## config.mk

```make
export PLATFORM = sky130hd
export DESIGN_NAME = fpga_itrng_sched
export DESIGN_NICKNAME = d
export VERILOG_FILES = /design/src/rtl/fpga_itrng_sched_pkg.sv /design/src/rtl/fpga_itrng_pacer.sv /design/src/rtl/fpga_itrng_sched.sv
export SDC_FILE = /design/constraint.sdc
export NUM_CORES = 1
export LEC_CHECK = 0
export ABC_AREA = 0
export CORE_ASPECT_RATIO = 0.5
export CORE_MARGIN = 2
export CORE_UTILIZATION = 53
export CTS_BUF_LIST = sky130_fd_sc_hd__clkbuf_16
export DETAILED_ROUTE_END_ITERATION = 10
export GPL_TIMING_DRIVEN = 0
export PLACE_DENSITY_LB_ADDON = 0.3
export SYNTH_ARGS = -nofsm -noshare
export SYNTH_HDL_FRONTEND = slang
export SYNTH_SLANG_ARGS = --single-unit
```

## constraint.sdc

```tcl
create_clock -name core_clk -period 7.2 [get_ports core_clk]
set_input_delay 1.44 -clock core_clk [delete_from_list [all_inputs] [get_ports core_clk]]
set_output_delay 1.44 -clock core_clk [all_outputs]
set_load 0.01 [all_outputs]
```

## src/rtl/fpga_itrng_sched_pkg.sv

```systemverilog
// Shared constants for the internal-TRNG scheduler: default widths, FSM encoding
// and the nibble-index width helper.
package fpga_itrng_sched_pkg;

    localparam int DEF_WORD_W = 32;
    localparam int DEF_NIB_W  = 4;
    localparam int DEF_LVL_W  = 10;
    localparam int DEF_UF_W   = 16;
    localparam int PACE_W     = 32;

    localparam int NIBS_PER_WORD = DEF_WORD_W / DEF_NIB_W;
    localparam int NIB_IDX_W     = $clog2(NIBS_PER_WORD);

    localparam logic [1:0] ST_IDLE = 2'd0;
    localparam logic [1:0] ST_WAIT = 2'd1;
    localparam logic [1:0] ST_EMIT = 2'd2;

    // A one-nibble word still needs a 1-bit index register.
    function automatic int idx_width(input int nibs);
        return (nibs > 1) ? $clog2(nibs) : 1;
    endfunction

endpackage

```

## src/rtl/fpga_itrng_pacer.sv

```systemverilog
// Purpose: loadable down-counter that spaces nibble emissions.
// Latency: load takes effect next cycle; is_zero is combinational from the count.
// Backpressure: none; counts down every cycle until zero, load wins over decrement.
module fpga_itrng_pacer #(
    parameter int CNT_W = 32
) (
    input  logic             core_clk,
    input  logic             cptra_rst_b,
    input  logic             load,
    input  logic [CNT_W-1:0] load_val,
    output logic             is_zero
);

    logic [CNT_W-1:0] cnt;

    always_ff @(posedge core_clk or negedge cptra_rst_b) begin
        if (!cptra_rst_b) begin
            cnt <= '0;
        end else if (load) begin
            cnt <= load_val;
        end else if (cnt != '0) begin
            cnt <= cnt - CNT_W'(1);
        end
    end

    assign is_zero = (cnt == '0);

endmodule

```

## src/rtl/fpga_itrng_sched.sv

```systemverilog
// Purpose: pops TRNG words from the FIFO and serialises them LSB-nibble first onto itrng_data.
// Latency: go in IDLE -> fifo_rd_en same cycle, first itrng_valid three cycles later.
// Backpressure: etrng_req low holds the current nibble; enable low abandons the held word.
module fpga_itrng_sched
    import fpga_itrng_sched_pkg::*;
#(
    parameter int WORD_W = DEF_WORD_W,
    parameter int NIB_W  = DEF_NIB_W,
    parameter int LVL_W  = DEF_LVL_W,
    parameter int UF_W   = DEF_UF_W
) (
    input  logic              core_clk,
    input  logic              cptra_rst_b,
    input  logic              enable,
    input  logic              etrng_req,
    input  logic [PACE_W-1:0] itrng_divisor,
    input  logic              fifo_empty,
    input  logic [LVL_W-1:0]  fifo_level,
    input  logic [WORD_W-1:0] fifo_dout,
    output logic              fifo_rd_en,
    input  logic [LVL_W-1:0]  low_water,
    input  logic              underflow_clr,
    output logic [NIB_W-1:0]  itrng_data,
    output logic              itrng_valid,
    output logic [UF_W-1:0]   underflow_cnt,
    output logic              low_water_irq,
    output logic              busy
);

    localparam int NIBS  = WORD_W / NIB_W;
    localparam int IDX_W = idx_width(NIBS);
    localparam logic [IDX_W-1:0] LAST_IDX = IDX_W'(NIBS - 1);

    logic [1:0]        state;
    logic [1:0]        state_nxt;
    logic [WORD_W-1:0] word_q;
    logic [IDX_W-1:0]  nib_idx;
    logic [NIB_W-1:0]  cur_nib;
    logic              go;
    logic              emit;
    logic              last_nib;
    logic              pace_zero;
    logic              starve;
    logic              starve_q;

    assign go       = enable & etrng_req & ~fifo_empty;
    assign emit     = (state == ST_EMIT) & enable & etrng_req & pace_zero;
    assign last_nib = (nib_idx == LAST_IDX);
    assign cur_nib  = word_q[int'(nib_idx) * NIB_W +: NIB_W];
    assign busy     = (state != ST_IDLE);

    // Pacing runs in every state so spacing survives word boundaries.
    fpga_itrng_pacer #(
        .CNT_W (PACE_W)
    ) u_pacer (
        .core_clk    (core_clk),
        .cptra_rst_b (cptra_rst_b),
        .load        (emit),
        .load_val    (itrng_divisor),
        .is_zero     (pace_zero)
    );

    always_comb begin
        state_nxt  = state;
        fifo_rd_en = 1'b0;
        if (!enable) begin
            state_nxt = ST_IDLE;
        end else begin
            case (state)
                ST_IDLE: begin
                    if (go) begin
                        fifo_rd_en = 1'b1;
                        state_nxt  = ST_WAIT;
                    end
                end
                ST_WAIT: state_nxt = ST_EMIT;
                ST_EMIT: begin
                    if (emit && last_nib) begin
                        if (go) begin
                            fifo_rd_en = 1'b1;
                            state_nxt  = ST_WAIT;
                        end else begin
                            state_nxt = ST_IDLE;
                        end
                    end
                end
                default: state_nxt = ST_IDLE;
            endcase
        end
    end

    always_ff @(posedge core_clk or negedge cptra_rst_b) begin
        if (!cptra_rst_b) begin
            state       <= ST_IDLE;
            word_q      <= '0;
            nib_idx     <= '0;
            itrng_data  <= '0;
            itrng_valid <= 1'b0;
        end else begin
            state       <= state_nxt;
            itrng_valid <= emit;
            if (state == ST_WAIT) begin
                word_q  <= fifo_dout;
                nib_idx <= '0;
            end else if (emit) begin
                nib_idx <= nib_idx + IDX_W'(1);
            end
            if (emit) begin
                itrng_data <= cur_nib;
            end
        end
    end

    // One count per starvation episode, not per starved cycle.
    assign starve = enable & etrng_req & fifo_empty & (state == ST_IDLE);

    always_ff @(posedge core_clk or negedge cptra_rst_b) begin
        if (!cptra_rst_b) begin
            starve_q      <= 1'b0;
            underflow_cnt <= '0;
            low_water_irq <= 1'b0;
        end else begin
            starve_q      <= starve;
            low_water_irq <= enable & (fifo_level < low_water);
            if (underflow_clr) begin
                underflow_cnt <= '0;
            end else if (starve && !starve_q && (underflow_cnt != '1)) begin
                underflow_cnt <= underflow_cnt + UF_W'(1);
            end
        end
    end

endmodule

```

==> flow_metrics.tcl <==
set metrics [dict create \
    synth_flop_cell "dfrtp_1" \
    cp-start-kind "register" \
    clkLatencyLatePin_ps 350 \
    nets 768 \
    die_area_sq_um 10300 \
    htree_levels 3 \
    fin_worst_skew_ps 6.91 \
    grt_use_total_pct 26.1 \
    syn_to_final_growth_pct 31.9 \
    multiInputGateArea_sq_um 2520 \
    ctsLongestPathBuffers 2 \
    drt_iter0_drc 298 \
    p_leak_nw 2.77 \
    synth_area_sq_um 4990 \
    seqCellArea_sq_um 2300 \
    gr-total-overflow 0 \
    status "finished, final reports clean" \
    p_per_area_nw_per_um2 184 \
    crit_chain "nor4_1 > nand3_1 > nor4_4 > nand2_1 > a2111oi_0 > clkdlybuf4s50_1" \
    grt_max_degree 73 \
    fmax_mhz 196 \
    drc_errors 0 \
    crit_path_max_incr_delay_ps 640 \
    ctsHoldBuffers 0 \
    ir_worst_vdd_v 0.000116 \
    crit_type "register to output port" \
    syn-instance-count 540 \
    yosysWarnings 0 \
    vias_per_cell 5.74 \
    final_max_slew_viol_count 0 \
    cts_resized 0 \
    numPortBuffers 112 \
    cts.sinks 92 \
    grt_pass1_wl_um 20900 \
    clkTransAtPathRegs_ps 70 \
    fp-row-count 24 \
    finalSetupTns_ps 0 \
    hold_violations 0 \
    slew_headroom_pct 43.0 \
    wire_per_inst_um 15.9 \
    hpwl_um 9140 \
    num_vias 4512 \
    maxCapViolations 0 \
    period_minus_slack_ps 5100 \
    ant_nets 0 \
    synthArstFlopShare_pct 100 \
    start_util_pct 56.0 \
    min_period_over_period_pct 70.8 \
    drive_above_1_share_pct 6.43 \
    core_area_sq_um 8920 \
    cts_setup_buffers 0 \
    worstHoldPathType "register to register" \
    syn_nets 644 \
    die_w_um 141 \
    slowest_stage "nor4_1" \
    finalSetupViolCount 0 \
    setup_ws_ps 2100 \
    drt-pass1-iter-count 5 \
    r2r_slack_ps 4350 \
    tightest_slew_ps 853 \
    crit_path_end "fifo_rd_en" \
    critPathMaxFanout 10 \
    die_y_um 72.6 \
    syn_area_per_cell_sq_um 9.24 \
    place_ws_ps 2480 \
    holdWs_ps 473 \
    reg2reg_depth 8 \
    cp.arrival_ps 3660 \
    antenna_found_initial 0 \
    required_ps 5760 \
    synth_edf_count 0 \
    ios 114 \
    r2r-start "u_pacer.cnt[1]" \
    rsz0062_at_grt "no" \
    numCtsBuffers 9 \
    end_kind "output port" \
    fillCellCount 679 \
    ys_types 59 \
    yosysSeqAreaShare_pct 46.1 \
    ys_seq_elements 92 \
    grt_pass1_vias 4405 \
    cts-root-buf "clkbuf_16" \
    place.gp.congestion 0.878 \
    antenna_cells 0 \
    r2r_end "u_pacer.cnt[22]" \
    cts_tree "done" \
    cp-startpoint "u_pacer.cnt[5]" \
    routed_wl_um 12500 \
]
flip-flops by register name, indices dropped and copies added (netlist names), 2 cells and up:
register       cells
state              2
word_q            32
itrng_data         4
u_pacer.cnt       32
underflow_cnt     16
nib_idx            3
cell type report:
| class | count | share of cell area (%) |
|---|---|---|
| Multi-Input combinational cell | 408 | 38.3 |
| Buffer | 24 | 1.63 |
| Inverter | 16 | 0.912 |
| Timing Repair Buffer | 113 | 17.4 |
| Clock buffer | 9 | 3.42 |
| Tap cell | 117 | 2.22 |
| Sequential cell | 92 | 35.0 |
| Clock inverter | 7 | 1.12 |
power breakdown:
group	total (mW)	internal (mW)	leakage (nW)	switching, mW
Combinational	0.147	0.0857	1.47	0.0613
Clock	0.480	0.271	0.148	0.209
Sequential	0.583	0.560	1.15	0.0227
cells by family (layout without fill, tap and decap cells):
logic type / count (synthesis) / after routing / synth area share (%)
adders and majority gates: 14 / 14 / 3.51
and+or+nand+nor: 276 / 276 / 27.6
muxes: 18 / 18 / 5.71
AOI/OAI and AO/OA: 86 / 86 / 11.3
xor gates and xnor gates: 14 / 14 / 2.46
DFF: 92 / 92 / 46.1
buffers and inverters: 40 / 169 / 3.36
per-stage QoR:
| step | area, sq um | util, % | instances | total power [mW] |
|---|---|---|---|---|
| CTS | 6580 | 73.8 | 786 | 1.22 |
| finish | 6580 | 73.8 | 786 | 1.21 |
| global placement | 6260 | 70.2 | 769 | 0.731 |
| detailed placement | 6280 | 70.5 | 770 | 0.740 |
| floorplan | 4990 | - | 540 | 0.654 |
| global route | 6580 | 73.8 | 786 | 1.26 |
placed cells by master (no fill, tap or decap), drive strengths merged, types with 15 or more instances in the layout:
cell,synthesis,final
o21ai,32,32
a21oi,15,15
nor2,24,24
nor3,23,23
clkdlybuf4s50,0,111
nand3,24,24
clkbuf,17,26
dfrtp,92,92
nand2,130,130
inv,16,18
cell usage after synthesis (3+ instances only):
| cell type | count | share of area [%] |
|---|---|---|
| a221o_1 | 3 | 0.60 |
| o32ai_1 | 3 | 0.53 |
| xor2_1 | 5 | 0.88 |
| mux2i_1 | 6 | 1.2 |
| buf_1 | 3 | 0.23 |
| nor3b_1 | 5 | 0.75 |
| mux4_2 | 8 | 3.6 |
| nor2_1 | 24 | 1.8 |
| clkbuf_1 | 17 | 1.3 |
| nand2_1 | 130 | 9.8 |
| nor2b_1 | 4 | 0.50 |
| xnor2_1 | 9 | 1.6 |
| nand4_1 | 12 | 1.5 |
| nor4_1 | 10 | 1.3 |
| o21ai_0 | 32 | 3.2 |
| a2111oi_0 | 3 | 0.53 |
| nand4b_1 | 3 | 0.53 |
| mux2_2 | 4 | 0.90 |
| and2_1 | 4 | 0.50 |
| a21oi_1 | 15 | 1.5 |
| a211oi_1 | 6 | 0.90 |
| ha_1 | 14 | 3.5 |
| or3_1 | 12 | 1.5 |
| dfrtp_1 | 92 | 46 |
| a31oi_1 | 5 | 0.63 |
| nor3_1 | 22 | 2.2 |
| nand3_1 | 24 | 2.4 |
| inv_1 | 16 | 1.2 |
| or4_1 | 4 | 0.60 |
| and3_1 | 3 | 0.38 |
critical path, delay by kind of cell (launching register included):
| kind | cells | cell delay, ps |
|---|---|---|
| buf+inv | 1 | 620 |
| flops | 1 | 440 |
| compound gates | 1 | 470 |
| simple gates | 4 | 1780 |
routing by layer:
| layer | up-vias | wire [um] | track usage [%] |
|---|---|---|---|
| li1 | 2192 | - | - |
| met1 | 2140 | 5550 | 33.9 |
| met2 | 164 | 6010 | 45.4 |
| met3 | 16 | 815 | 5.91 |
| met4 | 0 | 134 | 6.56 |
| met5 | - | 0 | 0 |
worst min-delay path by stage:
stage,start,endpoint,slack (ps),cells past startpoint
after CTS,word_q[27],word_q[27],480,2
after global placement,word_q[19],word_q[19],450,2
after detailed placement,word_q[27],word_q[27],460,2
after global routing,word_q[20],word_q[20],500,2
after floorplan,word_q[16],word_q[16],440,2
final,word_q[27],word_q[27],470,2
(Power assumes the default switching activity.)
